--- config.mk ---
export PLATFORM = sky130hd
export DESIGN_NAME = ws2811_frame_ctrl
export DESIGN_NICKNAME = d
export VERILOG_FILES = /design/src/rtl/ws2811_frame_ctrl.sv
export SDC_FILE = /design/constraint.sdc
export NUM_CORES = 1
export LEC_CHECK = 0
export ABC_AREA = 1
export BUFFER_PORTS_ARGS = -buffer_cell sky130_fd_sc_hd__clkbuf_2
export CORE_UTILIZATION = 50
export CTS_BUF_LIST = sky130_fd_sc_hd__clkbuf_2
export DETAILED_ROUTE_END_ITERATION = 12
export PLACE_DENSITY = 0.66
export SLEW_MARGIN = 40
export SYNTH_ARGS = -nofsm -noshare
export SYNTH_HDL_FRONTEND = slang
export SYNTH_SLANG_ARGS = --single-unit
--- constraint.sdc ---
create_clock -name clock -period 20.3 [get_ports clock]
set_input_delay 2.03 -clock clock [delete_from_list [all_inputs] [get_ports clock]]
set_output_delay 2.03 -clock clock [all_outputs]
set_load 0.1 [all_outputs]
--- src/rtl/ws2811_frame_ctrl.sv ---
// Frame sequencer for a WS2811 chain: streams a host-written pixel buffer word by
// word to the serial unit, then holds the line idle for the latch period.
module ws2811_frame_ctrl #(
  parameter int N_LEDS       = 16,
  parameter int ADDR_W       = 4,
  parameter int RESET_CYCLES = 3000
) (
  input  logic              clock,
  input  logic              reset,
  input  logic              start,
  input  logic              wr_en,
  input  logic [ADDR_W-1:0] wr_addr,
  input  logic [23:0]       wr_data,
  output logic [23:0]       word,
  output logic              send_data,
  input  logic              word_sent,
  output logic              busy,
  output logic              frame_done,
  output logic [2:0]        db_estado,
  output logic [ADDR_W-1:0] db_led_idx
);

  localparam int                CNT_W      = $clog2(RESET_CYCLES);
  localparam int                DEPTH      = 2 ** ADDR_W;
  localparam logic [ADDR_W:0]   LEDS_W     = (ADDR_W + 1)'(N_LEDS);
  localparam logic [ADDR_W-1:0] LAST_IDX   = ADDR_W'(N_LEDS - 1);
  localparam logic [CNT_W-1:0]  LATCH_LAST = CNT_W'(RESET_CYCLES - 1);

  typedef enum logic [2:0] {
    S_IDLE      = 3'b000,
    S_FETCH     = 3'b001,
    S_REQUEST   = 3'b010,
    S_WAIT_SENT = 3'b011,
    S_LATCH     = 3'b100,
    S_DONE      = 3'b101
  } state_t;

  state_t            state, state_nxt;
  logic [ADDR_W-1:0] led_idx, led_idx_nxt;
  logic [CNT_W-1:0]  latch_cnt, latch_cnt_nxt;
  logic [23:0]       word_q, word_nxt;
  logic [23:0]       pix [DEPTH];
  logic              wr_ok;

  // Entries at or above N_LEDS are never written, so they stay at zero.
  assign wr_ok = wr_en && ({1'b0, wr_addr} < LEDS_W);

  always_ff @(posedge clock or posedge reset) begin
    if (reset) begin
      for (int i = 0; i < DEPTH; i++) begin
        pix[i] <= '0;
      end
    end else if (wr_ok) begin
      pix[wr_addr] <= wr_data;
    end
  end

  always_ff @(posedge clock or posedge reset) begin
    if (reset) begin
      state     <= S_IDLE;
      led_idx   <= '0;
      latch_cnt <= '0;
      word_q    <= '0;
    end else begin
      state     <= state_nxt;
      led_idx   <= led_idx_nxt;
      latch_cnt <= latch_cnt_nxt;
      word_q    <= word_nxt;
    end
  end

  // Handshake: send_data is a one-cycle request issued once per word with word
  // already stable; the controller then waits for a one-cycle word_sent, which
  // is ignored in every other state.
  always_comb begin
    state_nxt     = state;
    led_idx_nxt   = led_idx;
    latch_cnt_nxt = latch_cnt;
    word_nxt      = word_q;
    case (state)
      S_IDLE: begin
        if (start) begin
          state_nxt   = S_FETCH;
          led_idx_nxt = '0;
        end
      end
      S_FETCH: begin
        // Snapshot here so host writes to the in-flight LED do not reach the wire.
        word_nxt  = pix[led_idx];
        state_nxt = S_REQUEST;
      end
      S_REQUEST: begin
        state_nxt = S_WAIT_SENT;
      end
      S_WAIT_SENT: begin
        if (word_sent) begin
          if (led_idx == LAST_IDX) begin
            state_nxt     = S_LATCH;
            latch_cnt_nxt = '0;
          end else begin
            led_idx_nxt = led_idx + 1'b1;
            state_nxt   = S_FETCH;
          end
        end
      end
      S_LATCH: begin
        if (latch_cnt == LATCH_LAST) begin
          state_nxt = S_DONE;
        end else begin
          latch_cnt_nxt = latch_cnt + 1'b1;
        end
      end
      S_DONE: begin
        state_nxt = S_IDLE;
      end
      default: begin
        state_nxt = S_IDLE;
      end
    endcase
  end

  assign word       = word_q;
  assign send_data  = (state == S_REQUEST);
  assign frame_done = (state == S_DONE);
  assign busy       = (state != S_IDLE);
  assign db_estado  = state;
  assign db_led_idx = led_idx;

endmodule

==> run summary, run 1 <==
status: complete, but fails checks
failing checks: design-rule violations
Die Wd: 207 um
TritonRoute pass-1 iters: 10
Syn Nets: 2891
Max stage delay on crit path: 910 ps
first-pass GRT wire length: 90300 um
fin crit share: 0.224
Worst-path clk slew: 100 ps
Seq/Total Area, Yosys: 0.509
LEAKAGE: 12.2 nW
Fill cells: 4027
layout cell share with drive strength beyond 1: 0.107
Slew headroom: 0.403
Startpoint Class: flop
CTS tree: done
Final Max Slew Viols: 0
Hold Path Class: reg -> reg
cell depth of the worst hold path: 2
max cap viols: 0
htree depth: 3
count leader, synth: nand2_1
I/O Buffers: 66
Yosys top cell by area: dfrtp_1
fin nets: 2907
pin count of the biggest net entering global routing: 154
io pins: 67
DR DRC count: 2
vias in the first global route: 17000
synth cell count leaders: 1019 x nand2_1, 427 x dfrtp_1, 404 x inv_1
Area growth, synth to finish: 7.43%
Synth Register Bits: 427
Area after DPL: 21400 um2
GRT Residual Overflow: 0
crit-path cells: clkbuf_2
Final setup viols: 0
Resized Gates After CTS: 0
Worst-Skew Late Latency: 1060 ps
Arr. time, crit path: 2530 ps
fin area: 22600 um2
total number of vias: 17800
Rows: 74
Fmax achieved: 0.219 GHz
Initial Util: 0.511
Die Height: 207 um
Worst R2R Path Depth: 9
post-CTS setup buffer count: 0
worst vdd ir: 0.0972 mV
DP Wirelength: 29400 um
WL final: 55700 um
GPL Wtd Cong: 0.853
Mapped Area: 21000 um2
WL per Instance: 16.0 um
Buf/Inv on CP: 1
CTS Buffer Depth: 3
Synth top area share: 0.509
Antenna Violating Nets Remaining: 0
Slew @ Worst Pin: 895 ps
total CTS buffers: 111
initial antenna violation count: 1
Final Hold Fails: 0
Core Region: 41100 um2
fraction of synthesis flops using an asynchronous set or reset pin: 1.00
critical path class: reg -> out
CP Max Fanout: 56
largest cells by area after synthesis: dfrtp_1 51%, nand2_1 18%, o21ai_0 9.0%
DR vias/cell: 5.09
final setup margin: 15740 ps
min Tclk post-route: 4560 ps
Crit. End Element: primary output
Worst EP required: 18270 ps
DP Worst Slack: 15880 ps
setup TNS: 0 ps
number of DRC markers in iteration 0: 1718
unrepaired setup endpoints after global routing: false
die area: 42800 um2
Synth Flop Type: dfrtp_1
Crit path max-delay family: flip-flops
EDFF count, synth: 0
slowest CP cell: dfrtp_4
clk root buf: clkbuf_2
CTS sink count: 427
gr usage total: 0.271
clk_skew: 49.2 ps
Syn Area/Cell: 7.35 um2
hold-fix buffers at CTS: 0
Crit. path cell count: 1
Synth warnings: 0
Synth cell types: 28
PwrDens: 123 nW/um2
Gate Count Post-Synth: 2856
Core Util, Final: 0.549
registers in the layout, summed over array words and instances, names as in the netlist:
name and count:
db_estado 3, db_led_idx 4, latch_cnt 12, pix 384
word 24
cells by family (layout without fill, tap and decap cells):
| family | count (synthesis) | in the layout | share of synthesized area |
|---|---|---|---|
| AND/OR/NAND/NOR | 1434 | 1434 | 0.278 |
| buffers and inverters | 596 | 696 | 0.116 |
| flip-flops | 427 | 427 | 0.509 |
| AO/OA/AOI/OAI | 392 | 392 | 0.0940 |
| XOR/XNOR | 5 | 5 | 0.00209 |
| adder cells (fa/ha/maj) | 2 | 2 | 0.00119 |
| other | 0 | 1 | 0 |
worst min-delay path, cell delays in order (launching register included):
cell	delay [ps]
dfrtp_1	350
nand2_1	50
o21ai_0	60
per-layer routing:
metal	GRT usage	vias to the layer above	share of wire
li1	-	8814	-
met4	0.0998	0	0.021
met5	0	-	0
met3	0.0427	79	0.054
met2	0.462	512	0.49
met1	0.347	8357	0.44
placed cells by master (no fill, tap or decap), drive strengths merged, types with 2 or more instances in the layout:
cell type / n
nor2: 124
ha: 2
nor4: 2
nand2: 1020
o21a: 2
nand4: 3
nor3: 8
nand3b: 2
nand3: 249
xor2: 5
inv: 411
dfrtp: 427
or2: 26
bufinv: 4
clkinv: 37
buf: 24
clkbuf: 220
o21ai: 388
report_power, final:
part	total, mW	switching [mW]	internal (mW)
Sequential	1.16	0.118	1.04
Clock	0.617	0.360	0.257
Combinational	0.992	0.712	0.280
stage by stage:
stage	instances	hold slack, ps	power (mW)
2_1_floorplan	2856	453	1.94
3_3_place_gp	3286	466	2.13
3_5_place_dp	3288	473	2.16
4_1_cts	3485	492	2.78
5_1_grt	3489	504	2.98
6_report	3489	489	2.77
path summary, 6_finish.rpt:
kind	from	end	slack, ps
min in group asynchronous	reset	pix[11]	1070
max reg2reg	db_led_idx[0]	word[5]	17040
min	pix[330]	pix[330]	490
max in group asynchronous	reset	pix[353]	17650
min reg2reg	pix[330]	pix[330]	490
max	db_led_idx[0]	db_led_idx[0]	15740
layout make-up:
| cell class | instances | area (um2) | share of cell area |
|---|---|---|---|
| diodes | 1 | 2.50 | 0.000111 |
| clock buffers | 154 | 771 | 0.0342 |
| clock inverters | 43 | 273 | 0.0121 |
| inverters | 409 | 1560 | 0.0690 |
| multi-input cells | 1833 | 8000 | 0.354 |
| flip-flops and latches | 427 | 10700 | 0.474 |
| well taps | 532 | 666 | 0.0295 |
| repair buffers | 90 | 601 | 0.0266 |
Power figures use the tool's default switching activity.
==> inputs of run 2 (changes only) <==
==> constraint.sdc (replaced) <==
create_clock -name clock -period 4.8 [get_ports clock]
set_input_delay 0.48 -clock clock [delete_from_list [all_inputs] [get_ports clock]]
set_output_delay 0.48 -clock clock [all_outputs]
set_load 0.1 [all_outputs]
==> run summary, run 2 (synthesized netlist as in run 1, its figures left out) <==
Crit. End Element: primary output
CTS sink count: 427 (unchanged)
CTS tree: done
DR DRC count: 1 (-1)
Die Wd: 207 um (unchanged)
Area growth, synth to finish: 8.45%
final setup margin: 1980 ps (-13760 ps)
number of DRC markers in iteration 0: 1516 (-12%)
TritonRoute pass-1 iters: 12 (+2)
Startpoint Class: flop
initial antenna violation count: 1 (unchanged)
Fmax achieved: 0.355 GHz
clk root buf: clkbuf_2
first-pass GRT wire length: 91400 um (+1.2%)
unrepaired setup endpoints after global routing: false
DP Wirelength: 31000 um (+5.3%)
total number of vias: 18000 (+1.2%)
failing checks: design-rule violations
Sw Share: 0.434 (+0.00308)
Gate power share: 0.369 (+0.010)
Rows: 74 (unchanged)
Die Height: 207 um (unchanged)
Area after DPL: 21500 um2 (+0.30%)
I/O Buffers: 66 (unchanged)
min Tclk post-route: 2820 ps
pin count of the biggest net entering global routing: 156 (+1.3%)
Final Max Slew Viols: 0 (unchanged)
io pins: 67 (unchanged)
fin crit share: 0.587
gr usage total: 0.273 (+0.00170)
WL final: 56400 um (+1.2%)
switching power of the nets: 5.00 mW (+320%)
status: complete, but fails checks
Slew headroom: 0.452 (+0.0486)
layout cell share with drive strength beyond 1: 0.110 (+0.00269)
max cap viols: 0 (unchanged)
Worst-Skew Late Latency: 1040 ps (-20 ps)
total CTS buffers: 112 (+0.90%)
critical path class: reg -> out
fin area: 22800 um2 (+0.95%)
sequential power share: 0.422 (+0.004)
Hold Path Class: in -> reg
Arr. time, crit path: 2340 ps (-190 ps)
most frequent cells in the layout: 1017 x nand2_1, 424 x dfrtp_1, 403 x inv_1, 378 x o21ai_0, 244 x nand3_1
Worst EP required: 4320 ps (-13950 ps)
max reg flops: 384 (unchanged)
commonest non-fill, non-tap cell in the layout: nand2_1
vias in the first global route: 17600 (+3.4%)
DR vias/cell: 5.10 (about the same)
Initial Util: 0.511 (unchanged)
fin nets: 2948 (+1.4%)
Overall Power: 11.5 mW (+320%)
htree depth: 3 (unchanged)
CTS Buffer Depth: 3 (unchanged)
die area: 42800 um2 (unchanged)
DP Worst Slack: 2230 ps (-13650 ps)
Fill cells: 4019 (-0.20%)
WL per Instance: 16.0 um (+0.11%)
Largest Register: pix
worst vdd ir: 0.328 mV (+240%)
Final setup viols: 0 (unchanged)
GRT Residual Overflow: 0 (unchanged)
clk_skew: 66.3 ps (+17.1 ps)
Resized Gates After CTS: 0 (unchanged)
Power Internal: 6.53 mW (+310%)
GPL Wtd Cong: 0.822 (-3.7%)
LEAKAGE: 12.2 nW (+0.47%)
PwrDens: 506 nW/um2 (+310%)
Worst-path clk slew: 110 ps (about the same)
Final Hold Fails: 0 (unchanged)
Fin Hold WS: 202 ps (-287 ps)
post-CTS setup buffer count: 0 (unchanged)
Slew @ Worst Pin: 822 ps (-72.9 ps)
clock group share of total power: 0.209 (-0.014)
CP Max Fanout: 85 (+52%)
Core Region: 41100 um2 (unchanged)
Antenna Violating Nets Remaining: 0 (unchanged)
[run 2: changes by cell type in the layout (fill, tap and decap cells not counted), sizes merged]
cell | before | now
inv | 411 | 407
clkbuf | 220 | 233
bufinv | 4 | 0
buf | 24 | 35
clkinv | 37 | 28
dlygate4sd3 | 0 | 29
clkinvlp | 0 | 1
[run 2: path summary, 6_finish.rpt]
kind	endpoint	slack (ps)	depth (start not counted)	startpoint
worst min-delay path	pix[230]	200	5	wr_addr[0]
worst min register to register	pix[114]	490	2	pix[114]
max in group asynchronous	pix[26]	2870	6	reset
worst max-delay path	db_led_idx[0]	1980	2	db_led_idx[0]
min in group asynchronous	pix[133]	660	4	reset
worst max register to register	word[23]	2150	9	db_led_idx[1]
[run 2: routing by layer]
metal  vias to the layer above  wire length (um)  global-route usage
li1                       8896                 -                   -
met5                         -                 0                   0
met2                       493             27200               0.466
met3                       101              3030              0.0452
met1                      8477             24800               0.346
met4                         0              1360               0.101
[run 2: worst max-delay path, cell delays in order (launching register included)]
cell and delay [ps]:
dfrtp_4 460, buf_12 360, clkbuf_2 540
[run 2: power groups by stage]
| stage | clock (mW) | combinational (mW) | sequential [mW] |
|---|---|---|---|
| detailed placement | 0 | 4.22 | 4.93 |
| CTS | 2.49 | 4.27 | 4.86 |
| floorplan | 0 | 2.58 | 5.64 |
| finish | 2.41 | 4.25 | 4.87 |
| global route | 2.69 | 4.78 | 4.96 |
| global placement | 0 | 4.14 | 4.91 |
[run 2: area by class of cell]
cell class,count,area (um2),area share
flip-flops and latches,427,10700,0.470
inverters,409,1550,0.0678
repair buffers,130,992,0.0436
diodes,1,2.50,0.000110
clock buffers,167,836,0.0367
multi-input cells,1833,7930,0.348
well taps,532,666,0.0292
clock inverters,27,110,0.00483
[run 2: repair_timing]
| item | CTS | global route |
|---|---|---|
| hold buffers | 29 | 0 |
| setup endpoints to repair | 0 | 0 |
| hold endpoints to repair | 332 | 0 |
[run 2: through the flow]
step	cells	setup TNS [ps]	util
after floorplan	2856	-616340	-
after global placement	3298	0	0.522
after detailed placement	3301	0	0.523
after CTS	3524	0	0.553
after global routing	3526	0	0.554
final	3526	0	0.554
